### src/rtl/display_tx_sched_if.sv
// CPU-side write/clear requests and display-side strobes of the display TX scheduler.
interface display_tx_sched_if;
    logic       enable;
    logic       cpu_wr;
    logic [7:0] cpu_din;
    logic       clr_req;
    logic [7:0] dsp_status;
    logic       busy;
    logic       ovf;
    logic       disp_address;
    logic       disp_enable;
    logic       disp_w_en;
    logic [7:0] disp_din;
    logic       disp_clr_screen;

    modport master (
        output enable, cpu_wr, cpu_din, clr_req,
        input  dsp_status, busy, ovf, disp_address, disp_enable, disp_w_en,
               disp_din, disp_clr_screen
    );

    modport slave (
        input  enable, cpu_wr, cpu_din, clr_req,
        output dsp_status, busy, ovf, disp_address, disp_enable, disp_w_en,
               disp_din, disp_clr_screen
    );
endinterface

### src/rtl/display_tx_sched.sv
// Buffers CPU display writes in a FIFO, paces them out one char per gap, and runs clear sweeps.
// Optional DISPLAY_TX_UPCASE_EN folds lowercase bytes to uppercase before they are queued.
module display_tx_sched #(
    parameter int DEPTH      = 4,
    parameter int CHAR_GAP   = 116667,
    parameter int CLR_CYCLES = 119928
) (
    input  logic              clk,
    input  logic              rst,
    display_tx_sched_if.slave bus
);
    localparam int PTR_W   = $clog2(DEPTH);
    localparam int TMR_MAX = (CLR_CYCLES > CHAR_GAP) ? CLR_CYCLES : CHAR_GAP;
    localparam int TMR_W   = $clog2(TMR_MAX + 1);
    localparam logic [PTR_W:0] FULL = (PTR_W + 1)'(DEPTH);

    typedef enum logic [1:0] {IDLE, STROBE, GAP, CLEAR} state_t;

    function automatic logic [7:0] fold_case(input logic [7:0] b);
`ifdef DISPLAY_TX_UPCASE_EN
        if (b[6:0] >= 7'h61 && b[6:0] <= 7'h7A) return b & 8'hDF;
`endif
        return b;
    endfunction

    logic [7:0]       mem [DEPTH];
    logic [PTR_W-1:0] rd_ptr;
    logic [PTR_W-1:0] wr_ptr;
    logic [PTR_W:0]   count;
    logic             wr_req_p0;
    logic             wr_req_p1;
    logic             push;
    logic             push_ok;
    logic             pop;
    logic             clr_go;
    logic             clr_enter;
    logic             clr_pend;
    logic             ovf;
    logic [TMR_W-1:0] tmr;
    state_t           state;
    logic             strobe;
    logic             addr;
    logic             clr_scr;
    logic [7:0]       din;

    // Write strobe edge detect against the registered request
    assign wr_req_p0 = bus.enable & bus.cpu_wr;
    assign push      = wr_req_p0 & ~wr_req_p1;
    assign clr_go    = bus.clr_req | clr_pend;
    assign clr_enter = (state == IDLE) && clr_go;
    assign pop       = (state == IDLE) && !clr_go && (count != '0);
    // The flush on clear entry frees space, so a same-edge write is always kept
    assign push_ok   = push && ((count != FULL) || pop || clr_enter);

    assign bus.busy            = (count == FULL);
    assign bus.dsp_status      = {bus.busy, 7'b0};
    assign bus.ovf             = ovf;
    assign bus.disp_address    = addr;
    assign bus.disp_enable     = strobe;
    assign bus.disp_w_en       = strobe;
    assign bus.disp_din        = din;
    assign bus.disp_clr_screen = clr_scr;

    always_ff @(posedge clk) begin
        if (push_ok) mem[wr_ptr] <= fold_case(bus.cpu_din);
    end

    always_ff @(posedge clk or posedge rst) begin
        if (rst) begin
            wr_req_p1 <= 1'b0;
            rd_ptr    <= '0;
            wr_ptr    <= '0;
            count     <= '0;
            ovf       <= 1'b0;
        end else begin
            wr_req_p1 <= wr_req_p0;
            if (push && !push_ok) ovf <= 1'b1;
            if (push_ok) wr_ptr <= wr_ptr + PTR_W'(1);
            if (clr_enter) begin
                rd_ptr <= wr_ptr;
                count  <= (PTR_W + 1)'(push_ok);
            end else begin
                if (pop) rd_ptr <= rd_ptr + PTR_W'(1);
                count <= count + (PTR_W + 1)'(push_ok) - (PTR_W + 1)'(pop);
            end
        end
    end

    always_ff @(posedge clk or posedge rst) begin
        if (rst) begin
            state    <= IDLE;
            tmr      <= '0;
            clr_pend <= 1'b0;
            strobe   <= 1'b0;
            addr     <= 1'b1;
            clr_scr  <= 1'b0;
            din      <= '0;
        end else begin
            case (state)
                IDLE: begin
                    if (clr_go) begin
                        state    <= CLEAR;
                        clr_pend <= 1'b0;
                        tmr      <= TMR_W'(CLR_CYCLES - 1);
                        clr_scr  <= 1'b1;
                    end else if (pop) begin
                        state  <= STROBE;
                        din    <= mem[rd_ptr];
                        strobe <= 1'b1;
                        addr   <= 1'b0;
                    end
                end
                // The IDLE cycle after GAP is the last idle cycle of the char gap
                STROBE: begin
                    strobe   <= 1'b0;
                    addr     <= 1'b1;
                    clr_pend <= clr_pend | bus.clr_req;
                    if (CHAR_GAP > 1) begin
                        state <= GAP;
                        tmr   <= TMR_W'((CHAR_GAP > 1) ? CHAR_GAP - 2 : 0);
                    end else begin
                        state <= IDLE;
                    end
                end
                GAP: begin
                    clr_pend <= clr_pend | bus.clr_req;
                    if (tmr == '0) state <= IDLE;
                    else tmr <= tmr - TMR_W'(1);
                end
                CLEAR: begin
                    if (tmr == '0) begin
                        state   <= IDLE;
                        clr_scr <= 1'b0;
                    end else begin
                        tmr <= tmr - TMR_W'(1);
                    end
                end
                default: state <= IDLE;
            endcase
        end
    end
endmodule

### src/flat_wrapper.sv
// flat-port wrapper written by rule: the top's interface ports become plain ports
module display_tx_sched_flat 
#(
    parameter int DEPTH      = 4,
    parameter int CHAR_GAP   = 116667,
    parameter int CLR_CYCLES = 119928
)
  (clk, rst, bus_enable, bus_cpu_wr, bus_cpu_din, bus_clr_req, bus_dsp_status, bus_busy, bus_ovf, bus_disp_address, bus_disp_enable, bus_disp_w_en, bus_disp_din, bus_disp_clr_screen);
  display_tx_sched_if bus_i ();
  input  logic clk;
  input  logic rst;
  input wire logic [$bits(bus_i.enable)-1:0] bus_enable;
  input wire logic [$bits(bus_i.cpu_wr)-1:0] bus_cpu_wr;
  input wire logic [$bits(bus_i.cpu_din)-1:0] bus_cpu_din;
  input wire logic [$bits(bus_i.clr_req)-1:0] bus_clr_req;
  output wire logic [$bits(bus_i.dsp_status)-1:0] bus_dsp_status;
  output wire logic [$bits(bus_i.busy)-1:0] bus_busy;
  output wire logic [$bits(bus_i.ovf)-1:0] bus_ovf;
  output wire logic [$bits(bus_i.disp_address)-1:0] bus_disp_address;
  output wire logic [$bits(bus_i.disp_enable)-1:0] bus_disp_enable;
  output wire logic [$bits(bus_i.disp_w_en)-1:0] bus_disp_w_en;
  output wire logic [$bits(bus_i.disp_din)-1:0] bus_disp_din;
  output wire logic [$bits(bus_i.disp_clr_screen)-1:0] bus_disp_clr_screen;
  assign bus_i.enable = bus_enable;
  assign bus_i.cpu_wr = bus_cpu_wr;
  assign bus_i.cpu_din = bus_cpu_din;
  assign bus_i.clr_req = bus_clr_req;
  assign bus_dsp_status = bus_i.dsp_status;
  assign bus_busy = bus_i.busy;
  assign bus_ovf = bus_i.ovf;
  assign bus_disp_address = bus_i.disp_address;
  assign bus_disp_enable = bus_i.disp_enable;
  assign bus_disp_w_en = bus_i.disp_w_en;
  assign bus_disp_din = bus_i.disp_din;
  assign bus_disp_clr_screen = bus_i.disp_clr_screen;
  display_tx_sched #(.DEPTH(DEPTH), .CHAR_GAP(CHAR_GAP), .CLR_CYCLES(CLR_CYCLES)) u_core (.clk(clk), .rst(rst), .bus(bus_i));
endmodule
### config.mk
export PLATFORM = sky130hd
export DESIGN_NAME = display_tx_sched_flat
export DESIGN_NICKNAME = d
export VERILOG_FILES = /design/src/rtl/display_tx_sched_if.sv /design/src/rtl/display_tx_sched.sv /design/src/flat_wrapper.sv
export SDC_FILE = /design/constraint.sdc
export NUM_CORES = 1
export LEC_CHECK = 0
export BUFFER_PORTS_ARGS = -buffer_cell sky130_fd_sc_hd__buf_2
export CAP_MARGIN = 20
export CORE_ASPECT_RATIO = 0.6
export CORE_UTILIZATION = 40
export DETAILED_ROUTE_END_ITERATION = 12
export SLEW_MARGIN = 15
export SYNTH_ARGS = -nofsm -noshare
export SYNTH_HDL_FRONTEND = slang
export SYNTH_SLANG_ARGS = --single-unit
### constraint.sdc
create_clock -name clk -period 3.7 [get_ports clk]
set_clock_uncertainty 0.1 [all_clocks]
set_input_delay 0.555 -clock clk [delete_from_list [all_inputs] [get_ports clk]]
set_output_delay 0.555 -clock clk [all_outputs]
set_load 0.01 [all_outputs]
==> run summary, run 1 <==
• finished clean — run status
• 0 — Overflow after GRT
• input pin to asynchronous set/reset pin — Worst Hold Class
• 2730 ps — Final Critical Period
• 73.9% — share of the clock period used by the worst path
• 72 — Sink Count
• 476 nW/um^2 — Pwr Density
• 25.5% — fraction of layout instances using a drive strength above 1
• done — clock tree from TritonCTS
• 27 — Buffers on Ports
• 4 — drt pass-1 iters
• 9 — CTS Buf Count
• 330 ps — Clock Latency Late Sink
• 3 — H-tree depth reported by CTS
• 1.69 nW — leakage power summed over all cells
• 0 — number of maximum-capacitance violations
• 0 — number of warning messages in the yosys log
• flip-flop — startpoint type of the worst setup path
• 0.852 — GPL Wtd Cong
• 8590 um^2 — placeable core region
• dfrtp_1 — commonest register cell after synthesis
• 124 um — die width
• 366 MHz — f_max
• 433 — total instance count after detailed placement
• 17.8% — global router's overall resource usage
• 1430 um^2 — area of combinational cells with multiple inputs
• 14 — worst reg2reg path depth
• 0 — hold violation total from the final report
• dfrtp_1 27%, edfxtp_1 27%, mux4_2 5.0%, ha_1 4.5%, nand2_1 4.3% — top cells by area in the synthesized netlist
• 0.000324 V — worst ir drop on vdd
• 5180 um — sum of net half-perimeters after detailed placement
• 0 — final routed DRC violation total
• u_core.state[0] — launch point of the worst reg-to-reg path
• 28 — maximum number of pins on one net before global-route repair
• 359 — Total Nets Final
• u_core.count[2] — r2r endpoint
• 60 ps — clock input transition at the sequential cells of the worst setup and hold paths
• 0 — antenna viol nets, final
• 775 — number of fill cells
• 299 — Post-Synthesis Cells
• 0 — final-report setup violation count
• 0 — antenna violations before repair
• nand2_1 — most frequently used cell type in the post-synthesis netlist
• 449 — fin cells
• 0 — Antenna diodes
• 75.3 um — Die Y
• 7 — CP Max Fanout
• 55.6% — post-synthesis async set-or-reset flop share
• clkbuf_16 — cell at the root of the clock tree
• 176 — initial detailed-routing violation count
• 4070 um^2 — post-route design area
• 2840 ps — critical path data arrival time
• 3800 ps — required time of the worst setup path
• 13.6% — area growth from synthesis to layout
• 26 — row cnt
• 41 x nand2_1, 39 x dfrtp_1, 32 x edfxtp_1, 21 x nor2_1, 16 x a21oi_1 — most numerous cell types in the synthesized netlist
• 54.8% — share of the yosys chip area belonging to registers
• 9350 um^2 — Die Outline Area
• 2368 — total via count in the routed design
• 63 — post-synthesis cell type count
• 0 — hold-fix buffers at CTS
• 5.27 — post-detailed-route via-to-cell ratio
• 2230 — number of global-route vias before repair
• 1960 um^2 — area taken by flip-flops and latches
• 41.7% — initial core utilization
• 0 — cts repair resizes
• 0 — Max Transition Viols Final
• 3580 um^2 — combined area of all synthesized cells
• dfrtp_1 — library cell occupying the most area in the post-synthesis netlist
• 35 — io pins
• 12200 um — global-route wire length before repair
• flip-flop to flip-flop — crit path kind
• 12.0 um^2 — synthesized area per cell
• 72 — #FFs+latches synth
• 7390 um — final WL
• 16.5 um — Avg WL per Cell
• 3790 um^2 — placed instance area
• 2 — deepest clock path buffer count
• flip-flop — Worst setup EP type
• 50.5% — worst max-slew margin expressed relative to the limit
• 0 ps — summed negative setup slack over all endpoints
• 27.3% — top-area cell type share of the netlist area
• 0 — Post-CTS Setup Bufs
• 32 — Post-synth EDFFs
• 736 ps — pin slew with the least headroom to its limit
• 970 ps — worst setup slack for register-to-register paths
• false — RSZ-0062 raised after global routing
• 47.4% — core occupancy in the finished layout
where the power goes:
part	internal, mW	switching [mW]
clock	0.458	0.344
sequential	0.902	0.0375
combinational	0.0812	0.112
total	1.44	0.493
flip-flops by register name, indices dropped and copies added, names as in the netlist:
register                    count
u_core.bus.disp_enable          1
u_core.count                    3
u_core.wr_req_p1                1
u_core.bus.disp_clr_screen      1
u_core.tmr                     17
u_core.bus.disp_address         1
u_core.rd_ptr                   2
u_core.wr_ptr                   2
u_core.bus.disp_din             8
u_core.state                    2
u_core.clr_pend                 1
u_core.bus.ovf                  1
u_core.mem                     32
logic make-up after synthesis:
kind of cell,Yosys count,synth area share [%]
other,1,0.105
adders and majority gates,14,5.10
xor gates and xnor gates,4,0.979
and+or+nand+nor,97,14.3
buffers and inverters,34,5.76
muxes,10,5.63
AOI/OAI and AO/OA,67,13.3
DFF,72,54.8
final cells by class:
| type | count | area share (%) |
|---|---|---|
| clock inverter | 7 | 1.32 |
| inverter | 15 | 1.38 |
| timing repair buffer | 35 | 4.80 |
| sequential | 72 | 48.3 |
| tap | 112 | 3.45 |
| multi-input combinational | 199 | 35.3 |
| clock buffer | 9 | 5.54 |
through the flow:
stage          setup slack (ps)  hold slack [ps]  total power, mW
2_1_floorplan               680              365             1.10
3_3_place_gp               1060              352             1.15
3_5_place_dp                998              349             1.15
4_1_cts                     974              186             1.96
5_1_grt                     768              230             2.03
6_report                    965              164             1.93
layer usage:
layer	wire, um	track usage [%]	vias up	part of all wire, %
met5	0	0	-	0
met4	46	3.97	0	0.62
met3	538	4.87	4	7.3
met2	2900	23.9	82	39
met1	3900	28.1	1133	53
li1	-	-	1149	-
worst max-delay path by stage:
stage               cells past startpoint  slack [ps]            start               to
floorplan                              14         680  u_core.state[1]  u_core.count[2]
global placement                       14        1060  u_core.state[0]  u_core.count[2]
detailed placement                     14        1000  u_core.state[0]  u_core.count[2]
CTS                                    14         970  u_core.state[0]  u_core.count[2]
global route                           14         770  u_core.state[0]  u_core.count[2]
finish                                 14         970  u_core.state[0]  u_core.count[2]
placed cells by master (no fill, tap or decap), types with 3 or more instances in the layout:
cell type,count
a21oi_1,16
a31oi_1,4
a41o_1,4
and2_1,6
buf_2,27
buf_4,8
clkbuf_16,9
clkinvlp_4,3
conb_1,7
dfrtp_1,39
edfxtp_1,32
ha_1,13
inv_1,14
mux4_2,8
nand2_1,41
nand3_1,3
nor2_1,21
nor3_1,5
o21ai_0,12
o21ai_2,5
o22ai_1,3
o31ai_1,4
worst max-delay path, stage by stage, from the launching register on:
cell and delay, ps:
dfrtp_1 460, inv_1 160, ha_1 210, nor3b_1 190, buf_4 180, nand2_1 60
inv_1 70, ha_1 220, inv_1 60, ha_1 130, inv_1 50, fa_1 370
xor2_1 170, xnor2_1 130, nor2_1 50
No activity file was read; power rests on OpenSTA's default activity.
==> run 2, diff against run 1 <==
==> constraint.sdc (replaced) <==
create_clock -name clk -period 2.4 [get_ports clk]
set_clock_uncertainty 0.1 [all_clocks]
set_input_delay 0.36 -clock clk [delete_from_list [all_inputs] [get_ports clk]]
set_output_delay 0.36 -clock clk [all_outputs]
set_load 0.01 [all_outputs]
==> run summary, run 2 (synthesis gave the netlist of run 1 again) <==
• 0 — number of maximum-capacitance violations
• 377 — Total Nets Final
• flip-flop — Worst setup EP type
• 4 — count of buffer and inverter cells on the critical path
• done — clock tree from TritonCTS
• 0 — Max Transition Viols Final
• 60 ps — clock input transition at the sequential cells of the worst setup and hold paths
• 0.854 — GPL Wtd Cong
• 4 — CP Max Fanout
• 0 — final routed DRC violation total
• 21.2% — area growth from synthesis to layout
• 5640 um — sum of net half-perimeters after detailed placement
• input pin to flip-flop — Worst Hold Class
• 0.769 mW — Sw Pwr
• 50.5% — core occupancy in the finished layout
• nand2_1 — most frequent standard cell in the layout excluding fill and tap cells
• dfrtp_2 — critical-path cell with the highest stage delay
• clkbuf_16 — cell at the root of the clock tree
• 330 ps — Clock Latency Late Sink
• 575 um — met3 routed WL
• 44.6% — sequential share of power
• 766 ps — pin slew with the least headroom to its limit
• 420 ps — slowest stage delay, CP
• 0.000380 V — worst ir drop on vdd
• 26 — row cnt
• 4 — drt pass-1 iters
• 27 — Buffers on Ports
• 32.7% — fraction of layout instances using a drive strength above 1
• finished clean — run status
• 16.8 um — Avg WL per Cell
• 41.7% — initial core utilization
• 75.3 um — Die Y
• 124 um — die width
• 2463 — total via count in the routed design
• 72 — Sink Count
• 8590 um^2 — placeable core region
• 1.82 nW — leakage power summed over all cells
• 19.7% — global router's overall resource usage
• 3130 um — Routed met2 length
• 0 — Antenna diodes
• adder cells — category of cells accounting for the largest share of critical-path delay
• 4110 um — DRT met1 WL
• 43.7% — relative contribution of the clock network to total power
• 23.7% — net switching share of the total power
• 13 — path length in cells of the critical path
• 0 — antenna viol nets, final
• 32 — Largest register FFs
• 0 — hold violation total from the final report
• 747 nW/um^2 — Pwr Density
• 40 x nand2_1, 37 x dfrtp_1, 32 x edfxtp_1 — highest-count cells in the layout ignoring fill and taps
• true — RSZ-0062 raised after global routing
• 0 — Overflow after GRT
• met4 — highest metal layer with signal wires
• 428 MHz — f_max
• 11.7% — proportion of power drawn by combinational gates
• 2510 ps — required time of the worst setup path
• flip-flop — startpoint type of the worst setup path
• 9350 um^2 — Die Outline Area
• 3 — H-tree depth reported by CTS
• 0 — final-report setup violation count
• 2440 ps — critical path data arrival time
• 3.24 mW — post-layout power
• 23 — maximum number of pins on one net before global-route repair
• 1 — cell count of the worst hold path
• 243 — initial detailed-routing violation count
• 13300 um — global-route wire length before repair
• 5.27 — post-detailed-route via-to-cell ratio
• flip-flop to flip-flop — crit path kind
• 48.6% — worst max-slew margin expressed relative to the limit
• 13 — worst reg2reg path depth
• 2.47 mW — Internal Pwr Total
• 2 — deepest clock path buffer count
• 2340 ps — Final Critical Period
• 2407 — number of global-route vias before repair
• 0 — antenna violations before repair
• 7850 um — final WL
• 35 — io pins
• 97.3% — share of the clock period used by the worst path
• u_core.mem — Biggest register
• clkinv_4, ha_4, nor3b_4, nand2_2, inv_2, ha_4, inv_2, ha_4, inv_2, fa_2, xor2_2, xnor2_1, nor2_1 — Critical Path, Cell by Cell
• 9 — CTS Buf Count
run 2: final cells by class:
class | count | area (um^2)
fillers | 783 | 4250
flip-flops and latches | 72 | 1970
multi-input cells | 199 | 1500
repair buffers | 53 | 358
clock buffers | 9 | 225
well taps | 112 | 140
clock inverters | 7 | 93.8
inverters | 15 | 61.3
run 2: path summary, 6_finish.rpt:
| path | from | endpoint | slack, ps |
|---|---|---|---|
| setup / recovery | u_core.state[1] | u_core.count[2] | 60 |
| hold / removal | bus_cpu_din[2] | u_core.mem[3][2] | 140 |
| setup reg to reg | u_core.state[1] | u_core.count[2] | 60 |
| hold reg to reg | u_core.bus.disp_address | u_core.bus.disp_address | 360 |
| max in group asynchronous | rst | u_core.state[1] | 1160 |
| min in group asynchronous | rst | u_core.bus.disp_din[6] | 520 |
run 2: power groups by stage:
stage | clock network [mW] | registers (mW) | logic, mW
global route | 1.51 | 1.46 | 0.443
finish | 1.42 | 1.45 | 0.380
detailed placement | 0 | 1.47 | 0.379
floorplan | 0 | 1.46 | 0.253
CTS | 1.45 | 1.44 | 0.384
global placement | 0 | 1.46 | 0.367
run 2: metal layers:
layer,GRT usage (%),up-vias
met5,0,-
met1,30.4,1185
met2,26.0,83
met3,6.44,4
li1,-,1191
met4,5.03,0
run 2: timing repair:
item,CTS,global route
endpoints found under the hold margin,17,0
hold buffers,1,0
resized for setup,0,2
pin swaps,3,4
setup buffers,2,0
setup endpoints to repair,1,1
run 2: worst reg2reg max path, cell delays in order, from the launching register on:
cell      delay (ps)
dfrtp_2          420
clkinv_4          60
ha_4             130
nor3b_4          230
nand2_2           90
inv_2             80
ha_4             190
inv_2             60
ha_4             120
inv_2             30
fa_2             340
xor2_2           160
xnor2_1          150
nor2_1            60
run 2: metrics by stage:
| step | area, um^2 | cells | hold WS (ps) | setup WS, ps | TNS (ps) |
|---|---|---|---|---|---|
| 2_1_floorplan | 3670 | 305 | 359 | -160 | -160 |
| 3_3_place_gp | 3990 | 448 | 331 | 69.1 | 0 |
| 3_5_place_dp | 3990 | 448 | 342 | 5.00 | 0 |
| 4_1_cts | 4330 | 467 | 131 | 13.4 | 0 |
| 5_1_grt | 4340 | 467 | 131 | -59.1 | -59.1 |
| 6_report | 4340 | 467 | 137 | 64.8 | 0 |
==> run 3, diff against run 2 <==
--- a/config.mk
+++ b/config.mk
@@ -6,10 +6,10 @@
 export NUM_CORES = 1
 export LEC_CHECK = 0
 export BUFFER_PORTS_ARGS = -buffer_cell sky130_fd_sc_hd__buf_2
-export CAP_MARGIN = 20
 export CORE_ASPECT_RATIO = 0.6
-export CORE_UTILIZATION = 40
+export CORE_UTILIZATION = 53
 export DETAILED_ROUTE_END_ITERATION = 12
+export PLACE_DENSITY = 0.76
 export SLEW_MARGIN = 15
 export SYNTH_ARGS = -nofsm -noshare
 export SYNTH_HDL_FRONTEND = slang
==> run summary, run 3 (synthesis gave the netlist of run 1 again) <==
• 65.7 um — Die Y
• 5210 um — sum of net half-perimeters after detailed placement
• 2.07 mW — Internal Pwr Total
• 0.748 mW — Sw Pwr
• 80 ps — clock input transition at the sequential cells of the worst setup and hold paths
• 41 — maximum number of pins on one net before global-route repair
• 204 — initial detailed-routing violation count
• 0 — antenna violations before repair
• 682 nW/um^2 — Pwr Density
• 23.5% — global router's overall resource usage
• 2.82 mW — post-layout power
• 51.1% — sequential share of power
• 35.8% — relative contribution of the clock network to total power
• 108 um — die width
• 0 — Max Transition Viols Final
• 0 — hold violation total from the final report
• 40 x nand2_1, 37 x dfrtp_1, 32 x edfxtp_1 — highest-count cells in the layout ignoring fill and taps
• input pin to asynchronous set/reset pin — Worst Hold Class
• 65.5% — core occupancy in the finished layout
• adder cells — category of cells accounting for the largest share of critical-path delay
• 0 — final routed DRC violation total
• clkbuf_8 — cell at the root of the clock tree
• 1.74 nW — leakage power summed over all cells
• 410 ps — slowest stage delay, CP
• 4 — count of buffer and inverter cells on the critical path
• 35 — io pins
• flip-flop — startpoint type of the worst setup path
• 2358 — number of global-route vias before repair
• 434 — fin cells
• done — clock tree from TritonCTS
• finished clean — run status
• dfrtp_2 — critical-path cell with the highest stage delay
• 0 — Overflow after GRT
• 7370 um — final WL
• 58.8% — worst max-slew margin expressed relative to the limit
• 97.6% — share of the clock period used by the worst path
• nand2_1 — most frequent standard cell in the layout excluding fill and tap cells
• true — RSZ-0062 raised after global routing
• 13 — worst reg2reg path depth
• 0 — number of maximum-capacitance violations
• 2340 ps — Final Critical Period
• 0.000403 V — worst ir drop on vdd
• 350 ps — Clock Latency Late Sink
• flip-flop — Worst setup EP type
• 0 — antenna viol nets, final
• flip-flop to flip-flop — crit path kind
• 17.0 um — Avg WL per Cell
• 12100 um — global-route wire length before repair
• 15.3% — area growth from synthesis to layout
• 0.900 — GPL Wtd Cong
• 5 — drt pass-1 iters
• 9 — CTS Buf Count
• 56.8% — initial core utilization
• 2470 ps — critical path data arrival time
• 32.3% — fraction of layout instances using a drive strength above 1
• 13 — path length in cells of the critical path
• 415 — total instance count after detailed placement
• 618 ps — pin slew with the least headroom to its limit
• inv_2 — most prevalent standard cell on the critical path
• 72 — Sink Count
• 372 — Total Nets Final
• 427 MHz — f_max
• 3 — CP Max Fanout
• 2482 — total via count in the routed design
• 2 — deepest clock path buffer count
• 0 ps — summed negative setup slack over all endpoints
• 6300 um^2 — placeable core region
• 0 — final-report setup violation count
• 3 — H-tree depth reported by CTS
• 5.72 — post-detailed-route via-to-cell ratio
• inv_2, ha_4, nor3b_4, nand2_2, inv_2, ha_4, inv_2, ha_4, inv_2, fa_2, xor2_2, xnor2_1, nor2_1 — Critical Path, Cell by Cell
• 7100 um^2 — Die Outline Area
• 2530 ps — required time of the worst setup path
• 26.5% — net switching share of the total power
• 0 — Antenna diodes
• 22 — row cnt
• 32 — Largest register FFs
• 13.1% — proportion of power drawn by combinational gates
• 27 — Buffers on Ports
• u_core.mem — Biggest register
## run 3: cell types whose count changed in the layout (fill, tap and decap cells not counted), sizes merged
| cell | before | now |
|---|---|---|
| buf | 52 | 48 |
| bufinv | 2 | 1 |
| clkinv | 4 | 2 |
| inv | 15 | 17 |
| clkbuf | 9 | 10 |
| dlygate4sd3 | 1 | 0 |
## run 3: what timing repair did
action | 4_1_cts | 5_1_grt
setup buffers | 0 | 3
resized for setup | 1 | 1
hold buffers | 0 | 0
pin swaps | 0 | 5
endpoints found under the setup margin | 1 | 1
## run 3: through the flow
stage | hold slack (ps) | setup WS, ps | cell area, um^2
floorplan | 359 | -160 | 3670
global placement | 353 | 102 | 3890
detailed placement | 363 | 46.6 | 3890
CTS | 20.9 | 3.81 | 4100
global route | 46.0 | -52.4 | 4130
finish | 17.0 | 57.4 | 4130
## run 3: layout make-up
type | instances | area [um^2]
clock buffers | 10 | 138
clock inverters | 6 | 72.6
fillers | 474 | 2170
inverters | 15 | 61.3
multi-input cells | 199 | 1500
flip-flops and latches | 72 | 1970
well taps | 84 | 105
repair buffers | 48 | 293
## run 3: power groups by stage
stage | clock [mW] | combinational, mW | sequential [mW]
2_1_floorplan | 0 | 0.253 | 1.46
3_3_place_gp | 0 | 0.340 | 1.46
3_5_place_dp | 0 | 0.360 | 1.46
4_1_cts | 1.03 | 0.367 | 1.44
5_1_grt | 1.07 | 0.419 | 1.45
6_report | 1.01 | 0.368 | 1.44
## run 3: layer usage
layer / vias up / track usage [%] / routed length, um
met3: 10 / 7.64 / 654
met2: 109 / 33.6 / 3110
met4: 0 / 6.85 / 70
met1: 1193 / 33.9 / 3530
li1: 1170 / - / -
met5: - / 0 / 0
## run 3: final timing paths
kind	slack [ps]	from	to
max in group asynchronous	1810	rst	u_core.state[0]
setup reg to reg	60	u_core.state[0]	u_core.count[2]
setup / recovery	60	u_core.state[0]	u_core.count[2]
hold reg to reg	370	u_core.bus.disp_din[4]	u_core.bus.disp_din[4]
min in group clk	120	bus_cpu_din[5]	u_core.mem[2][5]
hold / removal	20	rst	u_core.bus.disp_din[7]
## run 3: worst min-delay path: stages
cell and delay [ps]:
buf_2 100, inv_1 40, buf_4 430
